--- src/rtl/avmm_chan_regs_if.sv ---
// Avalon-MM slave bus bundle for avmm_chan_regs: fixed-latency reads, byte-enabled writes.
// No waitrequest; every transfer is accepted in the cycle it is presented.
interface avmm_chan_regs_if #(
    parameter int ADDR_W = 8,
    parameter int DATA_W = 32
);
    logic [ADDR_W-1:0]   address;
    logic                write;
    logic [DATA_W-1:0]   writedata;
    logic [DATA_W/8-1:0] byteenable;
    logic                read;
    logic [DATA_W-1:0]   readdata;
    logic                readdatavalid;

    modport master (
        output address, write, writedata, byteenable, read,
        input  readdata, readdatavalid
    );

    modport slave (
        input  address, write, writedata, byteenable, read,
        output readdata, readdatavalid
    );
endinterface

--- src/rtl/avmm_chan_regs.sv ---
// Avalon-MM register bank driving NUM_CH output channels, with immediate or
// shadowed (atomic commit) update of the active values and a 16-bit commit counter.
module avmm_chan_regs #(
    parameter int                NUM_CH  = 4,
    parameter int                DATA_W  = 32,
    parameter int                ADDR_W  = 8,
    parameter logic [DATA_W-1:0] RST_VAL = '0
) (
    input  logic                     clk,
    input  logic                     rst_n,
    avmm_chan_regs_if.slave          bus,
    output logic [NUM_CH*DATA_W-1:0] R,
    output logic                     update
);
    localparam int NB = DATA_W / 8;
    localparam logic [ADDR_W-1:0] CTRL_ADDR   = ADDR_W'(NUM_CH);
    localparam logic [ADDR_W-1:0] STATUS_ADDR = ADDR_W'(NUM_CH + 1);

    logic [DATA_W-1:0] shadow [NUM_CH];
    logic [DATA_W-1:0] active [NUM_CH];
    logic [DATA_W-1:0] wr_val [NUM_CH];
    logic              mode;
    logic              pending;
    logic [15:0]       count;
    logic [DATA_W-1:0] readdata_q;
    logic              readdatavalid_q;
    logic              update_q;

    logic [NUM_CH-1:0] ch_hit;
    logic              ctrl_hit;
    logic              status_hit;
    logic              ctrl_wr;
    logic              commit;
    logic [DATA_W-1:0] rd_mux;

    always_comb begin
        ch_hit     = '0;
        ctrl_hit   = (bus.address == CTRL_ADDR);
        status_hit = (bus.address == STATUS_ADDR);
        rd_mux     = '0;
        for (int i = 0; i < NUM_CH; i++) begin
            ch_hit[i] = (bus.address == ADDR_W'(i));
            wr_val[i] = shadow[i];
            for (int b = 0; b < NB; b++) begin
                if (bus.byteenable[b]) begin
                    wr_val[i][b*8 +: 8] = bus.writedata[b*8 +: 8];
                end
            end
            if (ch_hit[i]) begin
                rd_mux = shadow[i];
            end
        end
        if (ctrl_hit) begin
            rd_mux[0] = mode;
        end
        if (status_hit) begin
            rd_mux[15:0]       = count;
            rd_mux[DATA_W-1]   = pending;
        end
        // Leaving shadowed mode with uncommitted writes commits them implicitly.
        ctrl_wr = bus.write && ctrl_hit && bus.byteenable[0];
        commit  = ctrl_wr && (bus.writedata[1] || (mode && !bus.writedata[0] && pending));
    end

    always_ff @(posedge clk) begin
        if (!rst_n) begin
            for (int i = 0; i < NUM_CH; i++) begin
                shadow[i] <= RST_VAL;
                active[i] <= RST_VAL;
            end
            mode            <= 1'b0;
            pending         <= 1'b0;
            count           <= '0;
            readdata_q      <= '0;
            readdatavalid_q <= 1'b0;
            update_q        <= 1'b0;
        end else begin
            readdatavalid_q <= bus.read;
            readdata_q      <= bus.read ? rd_mux : '0;
            update_q        <= commit;
            for (int i = 0; i < NUM_CH; i++) begin
                if (bus.write && ch_hit[i]) begin
                    shadow[i] <= wr_val[i];
                    if (!mode) begin
                        active[i] <= wr_val[i];
                    end
                end
                if (commit) begin
                    active[i] <= shadow[i];
                end
            end
            if (bus.write && (|ch_hit) && mode) begin
                pending <= 1'b1;
            end
            if (commit) begin
                pending <= 1'b0;
                count   <= count + 16'd1;
            end
            if (ctrl_wr) begin
                mode <= bus.writedata[0];
            end
        end
    end

    for (genvar g = 0; g < NUM_CH; g++) begin : g_out
        assign R[g*DATA_W +: DATA_W] = active[g];
    end

    assign bus.readdata      = readdata_q;
    assign bus.readdatavalid = readdatavalid_q;
    assign update            = update_q;
endmodule

--- src/flat_wrapper.sv ---
// flat-port wrapper written by rule: the top's interface ports become plain ports
module avmm_chan_regs_flat 
#(
    parameter int                NUM_CH  = 4,
    parameter int                DATA_W  = 32,
    parameter int                ADDR_W  = 8,
    parameter logic [DATA_W-1:0] RST_VAL = '0
)
  (clk, rst_n, R, update, bus_address, bus_write, bus_writedata, bus_byteenable, bus_read, bus_readdata, bus_readdatavalid);
  avmm_chan_regs_if #(.ADDR_W(ADDR_W), .DATA_W(DATA_W)) bus_i ();
  input  logic clk;
  input  logic rst_n;
  output logic [NUM_CH*DATA_W-1:0] R;
  output logic update;
  input wire logic [$bits(bus_i.address)-1:0] bus_address;
  input wire logic [$bits(bus_i.write)-1:0] bus_write;
  input wire logic [$bits(bus_i.writedata)-1:0] bus_writedata;
  input wire logic [$bits(bus_i.byteenable)-1:0] bus_byteenable;
  input wire logic [$bits(bus_i.read)-1:0] bus_read;
  output wire logic [$bits(bus_i.readdata)-1:0] bus_readdata;
  output wire logic [$bits(bus_i.readdatavalid)-1:0] bus_readdatavalid;
  assign bus_i.address = bus_address;
  assign bus_i.write = bus_write;
  assign bus_i.writedata = bus_writedata;
  assign bus_i.byteenable = bus_byteenable;
  assign bus_i.read = bus_read;
  assign bus_readdata = bus_i.readdata;
  assign bus_readdatavalid = bus_i.readdatavalid;
  avmm_chan_regs #(.NUM_CH(NUM_CH), .DATA_W(DATA_W), .ADDR_W(ADDR_W), .RST_VAL(RST_VAL)) u_core (.clk(clk), .rst_n(rst_n), .bus(bus_i), .R(R), .update(update));
endmodule
--- config.mk ---
export PLATFORM = sky130hd
export DESIGN_NAME = avmm_chan_regs_flat
export DESIGN_NICKNAME = d
export VERILOG_FILES = /design/src/rtl/avmm_chan_regs_if.sv /design/src/rtl/avmm_chan_regs.sv /design/src/flat_wrapper.sv
export SDC_FILE = /design/constraint.sdc
export NUM_CORES = 1
export LEC_CHECK = 0
export ABC_AREA = 1
export CAP_MARGIN = 20
export CORE_MARGIN = 1
export CORE_UTILIZATION = 45
export DETAILED_ROUTE_END_ITERATION = 6
export PLACE_DENSITY = 0.78
export SLEW_MARGIN = 20
export SYNTH_ARGS = -nofsm -noshare
export SYNTH_HDL_FRONTEND = slang
export SYNTH_SLANG_ARGS = --single-unit
--- constraint.sdc ---
create_clock -name clk -period 3.84 [get_ports clk]
set_input_delay 0.576 -clock clk [delete_from_list [all_inputs] [get_ports clk]]
set_output_delay 0.576 -clock clk [all_outputs]
set_load 0.02 [all_outputs]
# Yosys cells after proc, flatten, opt, wreduce, memory -nomap -nowiden

Memory sizes are Yosys's and may differ from the RTL's.
Cells that the tools add are included.

Input bits: 48
Output and inout bits: 162
Register bits after elaboration: 52
RAM bits: 256
Logic and storage cells: 108
Memories kept: 2

Memory list:

| memory        | depth | width | read ports | clocked after memory_dff | wr ports | RTL line             | source |
|---|---|---|---|---|---|---|---|
| u_core.active | 4     | 32    | 4          | 0                        | 4        | avmm_chan_regs.sv:20 | `logic [DATA_W-1:0] active [NUM_CH];` |
| u_core.shadow | 4     | 32    | 4          | 0                        | 4        | avmm_chan_regs.sv:19 | `logic [DATA_W-1:0] shadow [NUM_CH];` |

Add/sub/neg operators: 1
Bitwise operators: 13
Multiplexer cells: 64
Equal/unequal tests: 5
Reduce and logical (&&, ||, !) cells: 17

Operator list:

| cell                  | number |
|---|---|
| $mux 32               | 16 |
| $mux 8                | 16 |
| $mux 1                | 31 |
| $add 16x1->16 const B | 1 |
| $eq 8x2->1 const B    | 2 |
| $eq 8x3->1 const B    | 2 |
| $mux 16               | 1 |
| $or 1x1->1            | 12 |
| $logic_and 1x1->1     | 11 |
| $eq 8x1->1 const B    | 1 |
| $logic_not 8->1       | 1 |
| $reduce_or 4->1       | 1 |
| $reduce_and 2->1      | 1 |
| $reduce_or 2->1       | 1 |
| $logic_not 1->1       | 1 |
| $logic_or 1x1->1      | 1 |
| $not 1->1             | 1 |

# Depth between registers and ports, before layout

Depth in word-level cells: 9
Gate-level depth with buffers: 11
Mapped depth without buffers: 9

# Worst setup path after synthesis

Ideal clock, no wire load.

Path type: input-to-reg
Start: input bus_address[0]
End: memory u_core.shadow[1][0], in the netlist u_core.shadow[0][32], enable pin
Buffers on the path: 2
Setup time: 0.466 ns
Required time: 3.374 ns
Cell stages on the path: 8
Slack: -0.264 ns
Arrival: 3.639 ns
Cells stage by stage: buf_4 -> inv_2 -> nor2_1 -> nand2_1 -> nor2_2 -> buf_2 -> inv_1 -> o21ai_0

RTL lines:

| element         | RTL line             | source |
|---|---|---|
| start, declared | flat_wrapper.sv:15   | `input wire logic [$bits(bus_i.address)-1:0] bus_address;` |
| end, declared   | avmm_chan_regs.sv:19 |  |

==> results.sh <==
export IMPL_r2r_cells=8
export IMPL_postCtsSetupBuffers=0
export IMPL_fin_util_pct=57.7
export IMPL_drc_errors=0
export IMPL_synth_edf_count=256
export IMPL_synthCells=1566
export IMPL_wl_met3_mm=5.73
export IMPL_ff2ff_setup_slack_ps=1200
export IMPL_holdCritPathClass="reg -> reg"
export IMPL_timing_fmax_ghz=0.362
export IMPL_async_flop_share_pct=0
export IMPL_vias=12500
export IMPL_tightest_slew_ps=778
export IMPL_portBuffers=209
export IMPL_drtAntennaViolNets=0
export IMPL_cp_top_family="simple AND/OR/NAND/NOR gates"
export IMPL_final_cells=2189
export IMPL_num_antenna_cells=0
export IMPL_grt_pass1_wl_mm=66.5
export IMPL_grt_overflow=0
export IMPL_rsz0062_at_grt="no"
export IMPL_cp_arrival_ps=2990
export IMPL_ir_worst_vdd_uv=289
export IMPL_drt_wl_total_mm=44.4
export IMPL_cts_path_max_buffers=3
export IMPL_finalSetupTns_ps=0
export IMPL_crit_path_max_fanout=106
export IMPL_gp_congestion=0.979
export IMPL_cp_slowest_stage_delay_ps=640
export IMPL_min_to="u_core.pending$_SDFFE_PP0P_"
export IMPL_whs_path_depth=2
export IMPL_final_min_clock_period_ps=2760
export IMPL_drtIter0Drc=1849
export IMPL_finalWorstSetupSlack_ps=1080
export IMPL_wl_per_cell_um=20.3
export IMPL_wirelength_met1_mm=17.4
export IMPL_crit_path_cell_trace="clkdlybuf4s50_1, nor2_2, nand2_1, nor2_2, nand4_4, buf_12, nand2_1, o21ai_0"
export IMPL_clock_sinks=308
export IMPL_combPwrFrac_pct=7.0
export IMPL_firstDrtPassIters=6
export IMPL_synth_largest_area_cell="edfxtp_1"
export IMPL_grt_max_degree=107
export IMPL_nNetsFinal=1810
export IMPL_hold_buffers=0
export IMPL_relSlewSlack_pct=48.0
export IMPL_met2WireLength_mm=19.8
export IMPL_cp_slowest_cell="nand2_1"
export IMPL_ys_ff_latch=308
export IMPL_p_clk_share_pct=44.8
export IMPL_skew_ps=11.7
export IMPL_endpoint_kind="register"
export IMPL_synth_top_area_share_pct=53.3
export IMPL_p_seq_share_pct=48.2
export IMPL_core_area_sq_um=31600
export IMPL_cts_clk_slew_worst_paths_ps=60
export IMPL_crit_path_start_kind="primary input"
export IMPL_pre_cts_ws_ps=542
export IMPL_synth_seq_area_share_pct=60.5
export IMPL_critPathRequiredTime_ps=4060
export IMPL_synth_area_per_cell_sq_um=9.21
export IMPL_antenna_found_initial=0
export IMPL_grt_pass1_vias=11400
export IMPL_path_class="in -> reg"
export IMPL_ys_flop_type="edfxtp_1"
export IMPL_cp_num_buf_inv=2
export IMPL_min_from="u_core.pending$_SDFFE_PP0P_"
export IMPL_finalSetupViolCount=0
export IMPL_track_usage_pct=26.5
export IMPL_cts_resized=0
export IMPL_cts_buffers=34
export IMPL_leakagePower_uw=0.00729
export IMPL_core_rowCount=65
export IMPL_root_buffer="clkbuf_16"
export IMPL_ys_warn_count=0
export IMPL_synth_area_leaders="edfxtp_1 (53%), nand2_1 (11%), dfxtp_1 (7.2%)"
export IMPL_power_share_switching_pct=22.0
export IMPL_cap_violations=0
export IMPL_avgViaCountPerCell=5.71
export IMPL_dr_max_layer_used="met4"
export IMPL_start_util_pct=45.7
export IMPL_pin_count=210
export IMPL_place_inst=2126
export IMPL_final_period_utilization_pct=71.9
export IMPL_synthDistinctLibCells=33
export IMPL_dieWidth_um=181
export IMPL_syn_nets=1615
export IMPL_finalMaxSlewViolations=0
export IMPL_powerDensity_nw_per_um2=429
export IMPL_drive_above_1_share_pct=6.60
export IMPL_hpwl_mm=31.4
export IMPL_fp_dieH_um=181
export IMPL_cts_tree="built"
export IMPL_reg2reg_from="u_core.mode$_SDFFE_PN0P_"
export IMPL_p_int_uw=6110
export IMPL_die_area_sq_um=32800
export IMPL_netlist_area_sq_um=14400
export IMPL_final_hold_viol_count=0
export IMPL_r2r_end="u_core.active[3][31]$_DFFE_PP_"
export IMPL_syn2layout_area_growth_pct=26.3
export IMPL_status="complete, no violations"
export IMPL_h_tree_depth=2
export IMPL_insertion_delay_ps=510
export IMPL_p_sw_uw=1720
==> power groups by stage <==
| stage | sequential [uW] | clock (uW) | combinational [uW] |
|---|---|---|---|
| 2_1_floorplan | 3890 | 0 | 212 |
| 3_3_place_gp | 3840 | 0 | 529 |
| 3_5_place_dp | 3840 | 0 | 536 |
| 4_1_cts | 3770 | 3520 | 539 |
| 5_1_grt | 3780 | 3670 | 582 |
| 6_report | 3770 | 3500 | 550 |
==> worst register-to-register path, cell delays in order, from the launching register on <==
cell and delay (ps):
dfxtp_1 680, inv_2 120, nor2_1 110, nand2_1 60, nand2_1 110, nand4_4 140, buf_12 240, nand2_1 650
o21ai_0 240
==> layout by cell type, fill, tap and decap left out, types with 9 or more instances in the layout <==
| master | instances |
|---|---|
| a31oi_1 | 12 |
| edfxtp_1 | 256 |
| nand3_1 | 41 |
| buf_4 | 39 |
| nand4_1 | 25 |
| o21ai_0 | 101 |
| clkbuf_1 | 9 |
| clkdlybuf4s50_1 | 209 |
| clkbuf_16 | 37 |
| nand3b_1 | 64 |
| o211ai_1 | 12 |
| inv_1 | 129 |
| o21ai_1 | 26 |
| nand2_1 | 413 |
| dfxtp_1 | 52 |
| a21oi_1 | 131 |
| nor2_1 | 167 |
==> sequential cells by signal, summed over array words and instances (netlist names) <==
register	count
u_core.count	16
u_core.pending	1
u_core.shadow	128
u_core.mode	1
u_core.bus.readdatavalid	1
u_core.update	1
u_core.bus.readdata	32
u_core.active	128
==> through the flow <==
step	instance area, sq um	power [uW]	hold WS, ps
floorplan	14400	4100	440
global placement	17000	4370	465
global route	18200	8030	503
CTS	18200	7830	475
detailed placement	17000	4380	461
finish	18200	7820	488
==> area by class of cell <==
cell class | instances | area [sq um]
inverter | 137 | 515
sequential | 308 | 8730
clock buffer | 48 | 987
fill | 2655 | 13300
tap | 402 | 503
timing repair buffer | 252 | 2470
clock inverter | 14 | 214
multi-input combinational | 1028 | 4790
==> worst max-delay path by stage <==
stage,start,endpoint,slack (ps),cells after the start
after floorplan,bus_address[7],u_core.shadow[0][64]$_SDFFCE_PN0P_,50,5
after CTS,bus_address[0],u_core.active[3][31]$_DFFE_PP_,1050,8
final,bus_address[0],u_core.active[3][31]$_DFFE_PP_,1080,8
after detailed placement,bus_address[0],u_core.active[3][31]$_DFFE_PP_,540,8
after global placement,bus_address[0],u_core.active[3][2]$_DFFE_PP_,660,8
after global routing,bus_write,u_core.active[3][31]$_DFFE_PP_,900,7
==> synth_stat cells (2+ instances only) <==
master,count
a21oi_1,131
a31oi_1,12
buf_1,4
buf_2,28
buf_4,12
clkbuf_1,48
dfxtp_1,52
edfxtp_1,256
inv_1,129
inv_2,7
nand2_1,413
nand2_2,2
nand3_1,41
nand3_2,3
nand3b_1,64
nand4_1,25
nor2_1,167
nor2_2,4
nor2_4,2
o211ai_1,12
o21ai_0,107
o21ai_1,26
o22ai_1,6
xnor2_1,4
xor2_1,3
==> cell families after synthesis <==
group	Yosys count	share of synthesized area, %
flops	308	60.5
buf+inv	230	6.59
fa+ha+maj	1	0.0867
xor+xnor	7	0.425
simple gates	725	21.8
compound gates	295	10.6
==> metal layers <==
layer | global-route usage [%] | up-vias
li1 | - | 5665
met5 | 0 | -
met3 | 6.51 | 107
met2 | 39.6 | 881
met4 | 9.05 | 0
met1 | 37.6 | 5842
(Power assumes the default switching activity.)
